==> config.mk <==
export PLATFORM = sky130hd
export DESIGN_NAME = id_ex_stage
export DESIGN_NICKNAME = d
export VERILOG_FILES = /design/src/rtl/id_ex_stage.sv
export SDC_FILE = /design/constraint.sdc
export NUM_CORES = 1
export LEC_CHECK = 0
export ABC_AREA = 1
export BUFFER_PORTS_ARGS = -buffer_cell sky130_fd_sc_hd__buf_2
export CAP_MARGIN = 10
export CELL_PAD_IN_SITES_DETAIL_PLACEMENT = 0
export CELL_PAD_IN_SITES_GLOBAL_PLACEMENT = 1
export CORE_ASPECT_RATIO = 1.2
export CORE_MARGIN = 8
export CORE_UTILIZATION = 27
export CTS_CLUSTER_DIAMETER = 150
export DETAILED_ROUTE_END_ITERATION = 12
export PLACE_DENSITY_LB_ADDON = 0.1
export SLEW_MARGIN = 20
export SYNTH_ARGS = -nofsm -noshare
export SYNTH_HDL_FRONTEND = slang
export SYNTH_SLANG_ARGS = --single-unit
==> constraint.sdc <==
create_clock -name clk -period 1.1 [get_ports clk]
set_clock_uncertainty 0.05 [all_clocks]
set_input_delay 0 -clock clk [delete_from_list [all_inputs] [get_ports clk]]
set_output_delay 0 -clock clk [all_outputs]
set_load 0.1 [all_outputs]
==> src/rtl/id_ex_stage.sv <==
// id_ex_stage: decode-to-execute pipeline register with operand forwarding.
//
// Holds one decoded instruction between decode and the ALU. A new entry is
// accepted on the rising edge when in_valid && in_ready && !flush. The held
// source operands are resolved against the EX/MEM and MEM/WB result buses
// before they are presented to the ALU.
//
// Configuration macro: ID_EX_FWD_EN
//   defined   - EX/MEM and MEM/WB forwarding, stall refresh and capture bypass
//   undefined - forwarding buses ignored, operands come from held RF values
//
// Ports:
//   clk, rst_n                    clock (rising edge), async active-low reset
//   flush                         drop held and incoming entry this cycle
//   in_valid / in_ready           decode-side handshake
//   in_rs1/rs2_addr, _data        source indices and register-file reads
//   in_imm, in_use_imm            immediate and operand2 select
//   in_func3, in_subsra           ALU control
//   in_rd_addr, in_reg_write      destination and write enable
//   exmem_we/rd/data              EX/MEM forwarding bus
//   memwb_we/rd/data              MEM/WB forwarding bus
//   out_valid / out_ready         execute-side handshake
//   operand1, operand2            resolved ALU operands
//   func3, subsra                 ALU control
//   rd_addr, reg_write            carried destination (reg_write gated by out_valid)

module id_ex_stage #(
   parameter int XLEN   = 32,
   parameter int REG_AW = 5
) (
   input  logic              clk,
   input  logic              rst_n,
   input  logic              flush,
   input  logic              in_valid,
   output logic              in_ready,
   input  logic [REG_AW-1:0] in_rs1_addr,
   input  logic [REG_AW-1:0] in_rs2_addr,
   input  logic [XLEN-1:0]   in_rs1_data,
   input  logic [XLEN-1:0]   in_rs2_data,
   input  logic [XLEN-1:0]   in_imm,
   input  logic              in_use_imm,
   input  logic [2:0]        in_func3,
   input  logic              in_subsra,
   input  logic [REG_AW-1:0] in_rd_addr,
   input  logic              in_reg_write,
   input  logic              exmem_we,
   input  logic [REG_AW-1:0] exmem_rd,
   input  logic [XLEN-1:0]   exmem_data,
   input  logic              memwb_we,
   input  logic [REG_AW-1:0] memwb_rd,
   input  logic [XLEN-1:0]   memwb_data,
   output logic              out_valid,
   input  logic              out_ready,
   output logic [XLEN-1:0]   operand1,
   output logic [XLEN-1:0]   operand2,
   output logic [2:0]        func3,
   output logic              subsra,
   output logic [REG_AW-1:0] rd_addr,
   output logic              reg_write
);

   logic              valid_q,    valid_d;
   logic [REG_AW-1:0] rs1_addr_q, rs1_addr_d;
   logic [REG_AW-1:0] rs2_addr_q, rs2_addr_d;
   logic [XLEN-1:0]   rs1_data_q, rs1_data_d;
   logic [XLEN-1:0]   rs2_data_q, rs2_data_d;
   logic [XLEN-1:0]   imm_q,      imm_d;
   logic              use_imm_q,  use_imm_d;
   logic [2:0]        func3_q,    func3_d;
   logic              subsra_q,   subsra_d;
   logic [REG_AW-1:0] rd_q,       rd_d;
   logic              regw_q,     regw_d;

   logic              accept;
   logic              stall;
   logic [XLEN-1:0]   fwdRs1;
   logic [XLEN-1:0]   fwdRs2;
   logic [XLEN-1:0]   capRs1;
   logic [XLEN-1:0]   capRs2;
   logic              refreshRs1;
   logic              refreshRs2;

   assign in_ready = !valid_q || out_ready;
   assign accept   = in_valid && in_ready && !flush;
   assign stall    = valid_q && !out_ready;

`ifdef ID_EX_FWD_EN
   // EX/MEM beats MEM/WB; x0 is never forwarded.
   always_comb begin
      fwdRs1 = rs1_data_q;
      if (rs1_addr_q != '0 && exmem_we && exmem_rd == rs1_addr_q)
         fwdRs1 = exmem_data;
      else if (rs1_addr_q != '0 && memwb_we && memwb_rd == rs1_addr_q)
         fwdRs1 = memwb_data;
   end

   always_comb begin
      fwdRs2 = rs2_data_q;
      if (rs2_addr_q != '0 && exmem_we && exmem_rd == rs2_addr_q)
         fwdRs2 = exmem_data;
      else if (rs2_addr_q != '0 && memwb_we && memwb_rd == rs2_addr_q)
         fwdRs2 = memwb_data;
   end

   // The register file does not write through, so a MEM/WB write landing on
   // the capture cycle must be taken from the bus instead of the RF read.
   assign capRs1 = (in_rs1_addr != '0 && memwb_we && memwb_rd == in_rs1_addr)
                   ? memwb_data : in_rs1_data;
   assign capRs2 = (in_rs2_addr != '0 && memwb_we && memwb_rd == in_rs2_addr)
                   ? memwb_data : in_rs2_data;

   // A producer retiring while we stall would otherwise be lost once it
   // leaves the MEM/WB bus.
   assign refreshRs1 = stall && rs1_addr_q != '0 && memwb_we && memwb_rd == rs1_addr_q;
   assign refreshRs2 = stall && rs2_addr_q != '0 && memwb_we && memwb_rd == rs2_addr_q;
`else
   logic unused_fwd_bits;

   assign fwdRs1     = rs1_data_q;
   assign fwdRs2     = rs2_data_q;
   assign capRs1     = in_rs1_data;
   assign capRs2     = in_rs2_data;
   assign refreshRs1 = 1'b0;
   assign refreshRs2 = 1'b0;
   assign unused_fwd_bits = ^{exmem_we, exmem_rd, exmem_data,
                              memwb_we, memwb_rd, memwb_data};
`endif

   // Flush wins over capture and drain; fields are kept on flush since
   // nothing downstream looks at them while out_valid is low.
   always_comb begin
      valid_d    = valid_q;
      rs1_addr_d = rs1_addr_q;
      rs2_addr_d = rs2_addr_q;
      rs1_data_d = rs1_data_q;
      rs2_data_d = rs2_data_q;
      imm_d      = imm_q;
      use_imm_d  = use_imm_q;
      func3_d    = func3_q;
      subsra_d   = subsra_q;
      rd_d       = rd_q;
      regw_d     = regw_q;
      if (flush) begin
         valid_d = 1'b0;
      end else if (accept) begin
         valid_d    = 1'b1;
         rs1_addr_d = in_rs1_addr;
         rs2_addr_d = in_rs2_addr;
         rs1_data_d = capRs1;
         rs2_data_d = capRs2;
         imm_d      = in_imm;
         use_imm_d  = in_use_imm;
         func3_d    = in_func3;
         subsra_d   = in_subsra;
         rd_d       = in_rd_addr;
         regw_d     = in_reg_write;
      end else begin
         if (out_ready)
            valid_d = 1'b0;
         if (refreshRs1)
            rs1_data_d = memwb_data;
         if (refreshRs2)
            rs2_data_d = memwb_data;
      end
   end

   always_ff @(posedge clk or negedge rst_n) begin
      if (!rst_n) begin
         valid_q    <= 1'b0;
         rs1_addr_q <= '0;
         rs2_addr_q <= '0;
         rs1_data_q <= '0;
         rs2_data_q <= '0;
         imm_q      <= '0;
         use_imm_q  <= 1'b0;
         func3_q    <= '0;
         subsra_q   <= 1'b0;
         rd_q       <= '0;
         regw_q     <= 1'b0;
      end else begin
         valid_q    <= valid_d;
         rs1_addr_q <= rs1_addr_d;
         rs2_addr_q <= rs2_addr_d;
         rs1_data_q <= rs1_data_d;
         rs2_data_q <= rs2_data_d;
         imm_q      <= imm_d;
         use_imm_q  <= use_imm_d;
         func3_q    <= func3_d;
         subsra_q   <= subsra_d;
         rd_q       <= rd_d;
         regw_q     <= regw_d;
      end
   end

   assign out_valid = valid_q;
   assign operand1  = fwdRs1;
   assign operand2  = use_imm_q ? imm_q : fwdRs2;
   assign func3     = func3_q;
   assign subsra    = subsra_q;
   assign rd_addr   = rd_q;
   assign reg_write = regw_q && valid_q;

endmodule

== Word-level counts from Yosys, hierarchy flattened ==
Cells that the tools add are included.
Cells by class
  shift-type cells: 0
  divide/modulo/power cells: 0
  magnitude comparators: 0
  reduce and logical (&&, ||, !) cells: 8
  eq/ne operators: 0
  bitwise logic cells: 1
  multipliers: 0
  muxes and demuxes: 4
  add/subtract/negate cells: 0
Operators by type and width (number)
  two-way mux 32 bit: 1
  logical AND 1 bit: 3
  two-way mux 1 bit: 3
  nonzero test 3 bit: 1
  zero test 1 bit: 2
  AND reduction 2 bit: 1
  logical OR 1 bit: 1
  NOT 1 bit: 1
Storage, ports and cells
  bits in read-only memories: 0
  bits in latches: 0
  logic and storage cells: 22
  output and inout bits: 76
  input bits: 198
  memory bits (writable): 0
  bits in registers: 108
  memories: 0

== Logic depth before layout (Yosys ltp) ==
Gate-level depths: netlist of run 1.
  depth after elaboration: 6
  mapped depth: 7
  gate-level depth less buffers: 5

== Worst setup path before layout of run 1 ==
No wires, ideal clock.
  path type: register to output
  from: register use_imm_q
  to: output operand2[20]
  slack: -1.789 ns
  stages on the path, launching flop included: 4
  arrival time: 2.839 ns
  data required time: 1.050 ns
  path buffers: 2
  cell sequence: dfrtp_1 -> clkbuf_1 -> clkbuf_1 -> o21ai_0
On the way
  cells in the longest elaborated chain, start to end: 1
RTL lines
  start, declared: RTL line 68  | logic use_imm_q, use_imm_d;
  start signal, assigned: RTL line 187  | use_imm_q <= use_imm_d;
  two-way mux 32 bit: RTL line 197  | assign operand2 = use_imm_q ? imm_q : fwdRs2;
  end, declared: RTL line 55  | output logic [XLEN-1:0] operand2,
Every way passes these cells.

== Worst setup path after layout of run 1 ==
Same ends and word-level chain as after synthesis.

==> results of run 1 <==
[metal layers]
layer	global-route usage	share of wire	vias to the layer above
met5	0	0	-
met4	0.04502	0.011	0
met3	0.05250	0.072	14
met2	0.3090	0.52	148
met1	0.2220	0.40	2525
li1	-	-	2491
[cell usage in the layout (no fill, tap or decap), types with 32 or more instances in the layout]
cell           instances
dfrtp_1              103
nand3_1               43
nand2_4               63
dlygate4sd3_1        110
inv_1                 33
o21ai_4               32
nand2_1               96
buf_12                99
nand3_2               60
buf_2                110
nand2_2               87
[synth_stat cells]
library cell / count / area (µm²)
o21ai_0: 32 / 160.2
nand2_2: 1 / 6.260
clkbuf_1: 18 / 67.56
inv_1: 34 / 127.6
a21oi_1: 1 / 5.000
nand2_1: 248 / 930.9
inv_2: 1 / 3.750
dfrtp_1: 108 / 2703
buf_2: 14 / 70.07
buf_6: 3 / 33.78
buf_4: 5 / 37.54
buf_1: 1 / 3.750
nor2_4: 1 / 11.26
nand3_1: 107 / 535.5
[logic make-up (layout without fill, tap and decap cells)]
group           Yosys count  in the layout  synth area share
buf+inv                  76            415           0.07327
simple gates            357            357            0.3160
compound gates           33             33           0.03517
flops                   108            108            0.5755
[final cells by class]
class / count / share of cell area
Inverter: 35 / 0.01214
Tap cell: 220 / 0.02473
Multi-Input combinational cell: 390 / 0.2792
Sequential cell: 108 / 0.2438
Clock inverter: 4 / 0.004496
Clock buffer: 11 / 0.02181
Timing Repair Buffer: 365 / 0.4138
[through the flow]
step | cells | setup TNS [ps] | hold WS, ps
2_1_floorplan | 574 | -29670 | -345.6
3_3_place_gp | 958 | -10290 | 28.90
3_5_place_dp | 958 | -12660 | 30.85
4_1_cts | 1130 | -42350 | 90.10
5_1_grt | 1133 | -44890 | 136.6
6_report | 1133 | -39700 | 106.1
[critical path, delay by kind of cell (launching register included)]
family | cells | cell delay [ps]
compound gates | 1 | 70
buf+inv | 3 | 510
flops | 1 | 550
simple gates | 1 | 70
[flip-flops by register name (all words and copies together), names as in the netlist]
| register | cells |
|---|---|
| subsra | 1 |
| fwdRs2 | 32 |
| rd_addr | 5 |
| imm_q | 32 |
| regw_q | 1 |
| use_imm_q | 1 |
| out_valid | 1 |
| operand1 | 32 |
| func3 | 3 |
[power by group]
| part | leakage (nW) | switching [mW] | internal, mW | total [mW] |
|---|---|---|---|---|
| logic | 3.93 | 5.62 | 3.67 | 9.29 |
| registers | 1.33 | 0.696 | 4.55 | 5.25 |
| clock network | 0.138 | 1.53 | 1.82 | 3.34 |
[worst max-delay path by stage]
stage	to	slack, ps	cells past startpoint
final	operand2[20]	-510	5
after CTS	operand2[28]	-500	4
after global placement	fwdRs2[20]$_DFFE_PN0P_	-110	4
after floorplan	operand1[0]$_DFFE_PN0P_	-270	6
after detailed placement	imm_q[20]$_DFFE_PN0P_	-150	4
after global routing	operand2[20]	-550	5
[what timing repair did]
| item | in CTS | in global routing |
|---|---|---|
| endpoints found under the setup margin | 143 | 143 |
| gates cloned | 27 | 6 |
| buffers inserted | 20 | 10 |
| pin swaps | 32 | 61 |
| hold buffers | 110 | 0 |
| hold endpoints to repair | 216 | 0 |
| gates resized for setup | 192 | 184 |
==> qor.csv, run 1 <==
metric;value;unit
outcome;finished with violations;
failing checks;negative setup slack;
worst skew pair latency;350;ps
H-tree depth;3;
die area;21890;µm²
# diodes;0;
first-pass GRT wire length;31110;µm
final wirelength;20590;µm
crit path max fanout;7;
crit path cell chain;buf_6 -> clkbuf_16 -> nand2_4 -> o21ai_4 -> buf_12;
Sink Count;108;
layout cell share with drive strength beyond 1;0.5772;
DR iter-0 viols;171;
Layout area overhead;137.1;%
Initial Util;0.2713;
register area share after synthesis;0.5755;
final hold vios;0;
reg-to-reg startpoint;out_valid$_DFFE_PN0P_;
Post-Place Cell Area;7457;µm²
Worst Path Required;1050;ps
final-report setup violation count;142;
Cells after Synth;574;
I/O pins;274;
Max-slew headroom;0.6975;
Clock Root Buffer;clkbuf_16;
Register Area;2714;µm²
min-delay worst type;input pin to register;
crit path from;use_imm_q$_DFFE_PN0P_;
CP startpoint kind;register;
cell area after synthesis;4696;µm²
CTS tree;built;
R2R Setup Slk;-300;ps
vias per inst;4.570;
pwr dens;1606;nW/µm²
Hold EP;fwdRs2[28]$_DFFE_PN0P_;
Tcrit/Tclk final;1.463;
Max Fclk;0.6213;GHz
final worst slack;-509.4;ps
CP endpoint kind;output port;
reg2reg path depth;7;
via count;5178;
Max clock buf depth;2;
worst hold start;flush;
initial antenna violation count;0;
total power;17.88;mW
CP peak stage delay;550;ps
dpl ws;-154.1;ps
design area;11130;µm²
Worst R2R End;imm_q[21]$_DFFE_PN0P_;
P_leak;5.399;nW
total gr overflow;0;
Slew Limit Fails;0;
WP data arrival;1560;ps
Worst path slowest cell;dfrtp_4;
total of max-cap violations;0;
hold depth;5;
#FFs+latches synth;108;
fill count;1356;
GP Congestion;0.7264;
Synth cell types;14;
Avg Inst Size Synth;8.181;µm²
Avg WL per Cell;18.17;µm
Multi-input gate area;3108;µm²
PortBufs;187;
die height;160.5;µm
Crit Path Category;register to output port;
Die Span X;136.4;µm
TritonRoute pass-1 iters;4;
RSZ-0062 raised after global routing;true;
hpwl dp;10960;µm
Core ar.;17310;µm²
DRC viols;0;
Routed Antenna Nets;0;
Synthesized Nets;772;
row cnt;53;
Min Clock Period, post-route;1609;ps
final core occ;0.6432;
GR Util All Layers;0.1826;
Syn. warnings;0;
fin nets;1107;
Worst Tran Pin Value;453.7;ps
clock-pin slew on the worst setup and hold paths;70;ps
VDD IR max;0.9444;mV
number of global-route vias before repair;5597;
CTS Buf Count;9;
largest net degree at the start of global routing;77;
Power figures use the tool's default switching activity.
==> inputs of run 2 (changes only) <==
--- a/config.mk
+++ b/config.mk
@@ -6,15 +6,15 @@
 export NUM_CORES = 1
 export LEC_CHECK = 0
 export ABC_AREA = 1
-export BUFFER_PORTS_ARGS = -buffer_cell sky130_fd_sc_hd__buf_2
 export CAP_MARGIN = 10
 export CELL_PAD_IN_SITES_DETAIL_PLACEMENT = 0
 export CELL_PAD_IN_SITES_GLOBAL_PLACEMENT = 1
 export CORE_ASPECT_RATIO = 1.2
 export CORE_MARGIN = 8
-export CORE_UTILIZATION = 27
+export CORE_UTILIZATION = 39
 export CTS_CLUSTER_DIAMETER = 150
 export DETAILED_ROUTE_END_ITERATION = 12
+export DONT_BUFFER_PORTS = 1
 export PLACE_DENSITY_LB_ADDON = 0.1
 export SLEW_MARGIN = 20
 export SYNTH_ARGS = -nofsm -noshare
==> run 2 against run 1 <==
- the run ends with negative hold slack, negative setup slack left
- first-iteration DRC count grew 99%
- combinational power shrank 10%
- highest routed layer unchanged
- critical path depth decreased by 2
- die area is 28% lower
- worst setup slack gained 73 ps
==> qor.csv, run 2 (synthesized netlist as in run 1, its figures left out) <==
metric;value;unit
outcome;finished with violations;
failing checks;negative hold slack, negative setup slack;
Max-slew headroom;0.6269;
part of the total power dissipated in combinational logic;0.480;
pwr dens;1772;nW/µm²
GP Congestion;0.7559;
H-tree depth;3;
row cnt;44;
Layout Cells excl Fill;954;
Int Power;9.794;mW
Psw;7.615;mW
CP startpoint kind;register;
most frequent cells in the layout;dlygate4sd3_1, nand2_2, dfrtp_1;
Routed Antenna Nets;0;
DRC viols;0;
TritonRoute pass-1 iters;4;
commonest non-fill, non-tap cell in the layout;dlygate4sd3_1;
worst hold slack;-710.9;ps
Tcrit/Tclk final;1.397;
Crit Path Category;register to output port;
RSZ-0062 raised after global routing;true;
total power;17.41;mW
final-report setup violation count;144;
Clock Power Share;0.223;
Worst Path Required;1050;ps
VDD IR max;1.269;mV
Max clock buf depth;2;
dpl ws;-107.6;ps
layout cell share with drive strength beyond 1;0.5044;
final hold vios;108;
vias per inst;5.096;
sw frac;0.4374;
fin nets;986;
Slew Limit Fails;0;
total gr overflow;0;
largest net degree at the start of global routing;109;
Core ar.;11950;µm²
hpwl dp;9342;µm
total of max-cap violations;0;
I/O pins;274;
min-delay worst type;input pin to asynchronous set/reset pin;
final wirelength;20010;µm
Max Fclk;0.6507;GHz
Inst Count DP;787;
Post-CTS Hold Buffers;109;
WP data arrival;1490;ps
P_leak;4.566;nW
CP endpoint kind;output port;
die area;15820;µm²
Min Clock Period, post-route;1537;ps
Worst Tran Pin Value;558.3;ps
Die Span X;116.2;µm
final core occ;0.8226;
Layout area overhead;109.3;%
Sink Count;108;
Clock Root Buffer;clkbuf_16;
PortBufs;0;
worst skew pair latency;350;ps
initial antenna violation count;0;
CTS tree;built;
Avg WL per Cell;20.97;µm
via count;4862;
final worst slack;-436.7;ps
Initial Util;0.3931;
CTS Buf Count;9;
DR iter-0 viols;340;
Reg power frac;0.297;
number of global-route vias before repair;5115;
first-pass GRT wire length;27890;µm
die height;136.2;µm
# diodes;0;
clock-pin slew on the worst setup and hold paths;70;ps
crit path max fanout;18;
GR Util All Layers;0.2308;
run 2: cell count changes in the layout (fill, tap and decap cells not counted), sizes merged:
cell	delta
buf	-123
inv	+3
nand2	+3
bufinv	+2
clkinvlp	-2
clkbuf	-1
clkinv	-1
dlygate4sd3	-1
run 2: power groups by stage:
stage | Clock, mW | Combinational, mW | Sequential (mW)
final | 3.89 | 8.36 | 5.16
after global routing | 4.09 | 8.65 | 5.23
after CTS | 3.94 | 7.83 | 4.95
after detailed placement | 0 | 6.89 | 4.95
after global placement | 0 | 6.84 | 4.92
after floorplan | 0 | 3.40 | 6.50
run 2: cell type report:
class                      instances  area (µm²)
timing repair buffer             241        3366
multi-input combinational        393        3057
sequential                       108        2713
fill                             671        2120
clock buffer                      10       239.0
tap                              161       201.4
inverter                          35       135.1
clock inverter                     6       116.4
run 2: final timing paths:
kind	startpoint	end	slack [ps]	cells after the start
max	use_imm_q$_DFFE_PN0P_	operand2[8]	-440	3
min	rst_n	imm_q[4]$_DFFE_PN0P_	-710	0
max reg2reg	out_valid$_DFFE_PN0P_	imm_q[9]$_DFFE_PN0P_	-380	7
min reg2reg	fwdRs2[7]$_DFFE_PN0P_	fwdRs2[7]$_DFFE_PN0P_	430	2
max in group asynchronous	rst_n	operand1[26]$_DFFE_PN0P_	1550	0
min in group clk	flush	fwdRs2[9]$_DFFE_PN0P_	50	5
run 2: per-layer routing:
layer	vias to the layer above	track usage	wire length, µm
li1	2253	-	-
met3	32	0.06800	1455
met2	187	0.3858	10620
met1	2390	0.2727	7471
met5	-	0	0
met4	0	0.08809	461
run 2: repair_timing:
| item | 4_1_cts | 5_1_grt |
|---|---|---|
| pin swaps | 34 | 48 |
| setup endpoints to repair | 144 | 162 |
| gates resized for setup | 154 | 219 |
| setup buffers | 16 | 10 |
| gates cloned | 22 | 8 |
| endpoints found under the hold margin | 216 | 108 |
run 2: worst max-delay path: stages, from the launching register on:
cell	delay, ps
dfrtp_4	550
buf_12	200
o21ai_4	170
buf_12	190
run 2: through the flow:
stage	cell area, µm²	TNS (ps)
after CTS	9039	-43250
after global placement	6292	-4821
after global routing	9827	-51920
after detailed placement	6292	-7699
final	9827	-46240
after floorplan	5177	-29670
==> inputs of run 3 (changes only) <==
--- a/config.mk
+++ b/config.mk
@@ -9,7 +9,6 @@
 export CAP_MARGIN = 10
 export CELL_PAD_IN_SITES_DETAIL_PLACEMENT = 0
 export CELL_PAD_IN_SITES_GLOBAL_PLACEMENT = 1
-export CORE_ASPECT_RATIO = 1.2
 export CORE_MARGIN = 8
 export CORE_UTILIZATION = 39
 export CTS_CLUSTER_DIAMETER = 150
==> run 3 against run 2 <==
- the flow still finishes with violations (negative hold slack, negative setup slack)
- clock power decreased by 10%
- worst setup slack gained 15 ps
- utilization up 0.42 points
- global-route usage up 0.37 points
- count of clock-buffer cells in the layout up 2
- total power down 1.6%
- via count up 4.0%
- final cell count down 1.5%
- combinational power is 1% higher
- register-to-register slack improved by 80 ps
- die area barely moved
- critical endpoint is now operand2[25]
- largest cell class unchanged
- largest power group unchanged
==> qor.csv, run 3 (synthesized netlist as in run 1, its figures left out) <==
metric;value;unit
outcome;finished with violations;
failing checks;negative hold slack, negative setup slack;
Core ar.;11860;µm²
die area;15810;µm²
total gr overflow;0;
Worst path slowest cell;dfrtp_4;
GR Util All Layers;0.2346;
Worst Path Required;1050;ps
critical path's most frequent cell;buf_12;
Tcrit/Tclk final;1.383;
Slew Limit Fails;0;
PortBufs;0;
initial antenna violation count;1;
pwr dens;1746;nW/µm²
final wirelength;20830;µm
WP data arrival;1470;ps
CP startpoint kind;register;
Initial Util;0.3959;
reg-to-reg startpoint;out_valid$_DFFE_PN0P_;
DRC viols;0;
# diodes;0;
Avg WL per Cell;22.16;µm
Max-slew headroom;0.6349;
worst hold slack;-710.5;ps
CP peak stage delay;520;ps
P_leak;4.554;nW
Max clock buf depth;2;
GP Congestion;0.7203;
TritonRoute pass-1 iters;6;
crit path from;use_imm_q$_DFFE_PN0P_;
fin nets;986;
Clock Root Buffer;clkbuf_16;
first-pass GRT wire length;29440;µm
via count;5055;
final worst slack;-421.5;ps
CTS Buf Count;9;
total of max-cap violations;0;
final-report setup violation count;143;
final hold vios;108;
Sink Count;108;
I/O pins;274;
vias per inst;5.378;
CTS tree;built;
most frequent cells in the layout;nand2_2, dlygate4sd3_1, dfrtp_1;
Worst Tran Pin Value;546.4;ps
commonest non-fill, non-tap cell in the layout;nand2_2;
crit path max fanout;16;
die height;125.7;µm
CP endpoint kind;output port;
Max Fclk;0.6573;GHz
Min Clock Period, post-route;1521;ps
crit path cell chain;buf_12 -> nand2_1 -> o21ai_4 -> buf_12;
RSZ-0062 raised after global routing;true;
Crit Path Category;register to output port;
hpwl dp;9266;µm
DR iter-0 viols;356;
Die Span X;125.7;µm
clock-pin slew on the worst setup and hold paths;70;ps
min-delay worst type;input pin to asynchronous set/reset pin;
Layout Cells excl Fill;940;
worst skew pair latency;350;ps
Inst Count DP;771;
final core occ;0.8268;
Post-CTS Hold Buffers;109;
layout cell share with drive strength beyond 1;0.5170;
largest net degree at the start of global routing;109;
VDD IR max;1.028;mV
number of global-route vias before repair;5402;
H-tree depth;3;
Layout area overhead;108.8;%
row cnt;40;
Routed Antenna Nets;0;
## run 3: changes by cell type in the layout (fill, tap and decap cells not counted), moves of 4 or more
cell,change
nand2_1,-8
nand3_1,-5
nand2_2,+6
nand3_2,+8
buf_6,+8
buf_4,-4
buf_16,+4
## run 3: cell type report
type	instances	area (µm²)
timing repair buffer	242	3396
multi-input combinational	392	3069
sequential	108	2713
fill	627	2054
clock buffer	12	236.5
tap	147	183.9
inverter	35	135.1
clock inverter	4	73.82
## run 3: report_power, final
| part | total, mW | internal (mW) | switching [mW] |
|---|---|---|---|
| Clock | 3.50 | 2.00 | 1.49 |
| Sequential | 5.17 | 4.55 | 0.622 |
| Combinational | 8.45 | 2.96 | 5.49 |
| Total | 17.1 | 9.52 | 7.60 |
## run 3: what timing repair did
item,in CTS,in global routing
hold endpoints to repair,216,108
cloned,24,5
pin swaps,15,62
resized for setup,154,236
setup buffers,19,8
endpoints found under the setup margin,142,170
## run 3: path summary, 6_finish.rpt
path                       depth (start not counted)  slack (ps)                       end
max in group asynchronous                          0        1550  operand1[11]$_DFFE_PN0P_
max                                                4        -420              operand2[25]
min in group clk                                   5          60   operand1[9]$_DFFE_PN0P_
min                                                0        -710      imm_q[4]$_DFFE_PN0P_
min reg2reg                                        2         430    fwdRs2[14]$_DFFE_PN0P_
max reg2reg                                        6        -300      imm_q[2]$_DFFE_PN0P_
## run 3: metrics by stage
| stage | TNS, ps | hold WS [ps] | total power, mW | instance area (µm²) | worst slack, ps |
|---|---|---|---|---|---|
| detailed placement | -9288 | -341.7 | 11.83 | 6260 | -132.5 |
| floorplan | -29670 | -345.6 | 9.909 | 5177 | -266.3 |
| CTS | -41950 | -716.6 | 16.38 | 8990 | -433.9 |
| global placement | -7040 | -341.7 | 11.76 | 6260 | -109.0 |
| finish | -41010 | -710.5 | 17.12 | 9807 | -421.5 |
| global route | -45570 | -724.1 | 17.63 | 9807 | -470.2 |
## run 3: worst max-delay path: cells and delay by family, from the launching register on
kind | cells | cell delay, ps
compound gates | 1 | 90
flops | 1 | 520
simple gates | 1 | 110
buf+inv | 2 | 400
## run 3: routing by layer
metal	GRT usage	wire length (µm)	vias up
met2	0.3961	11080	202
li1	-	-	2244
met4	0.09200	485	2
met5	0	8	-
met1	0.2786	7874	2565
met3	0.06456	1374	42
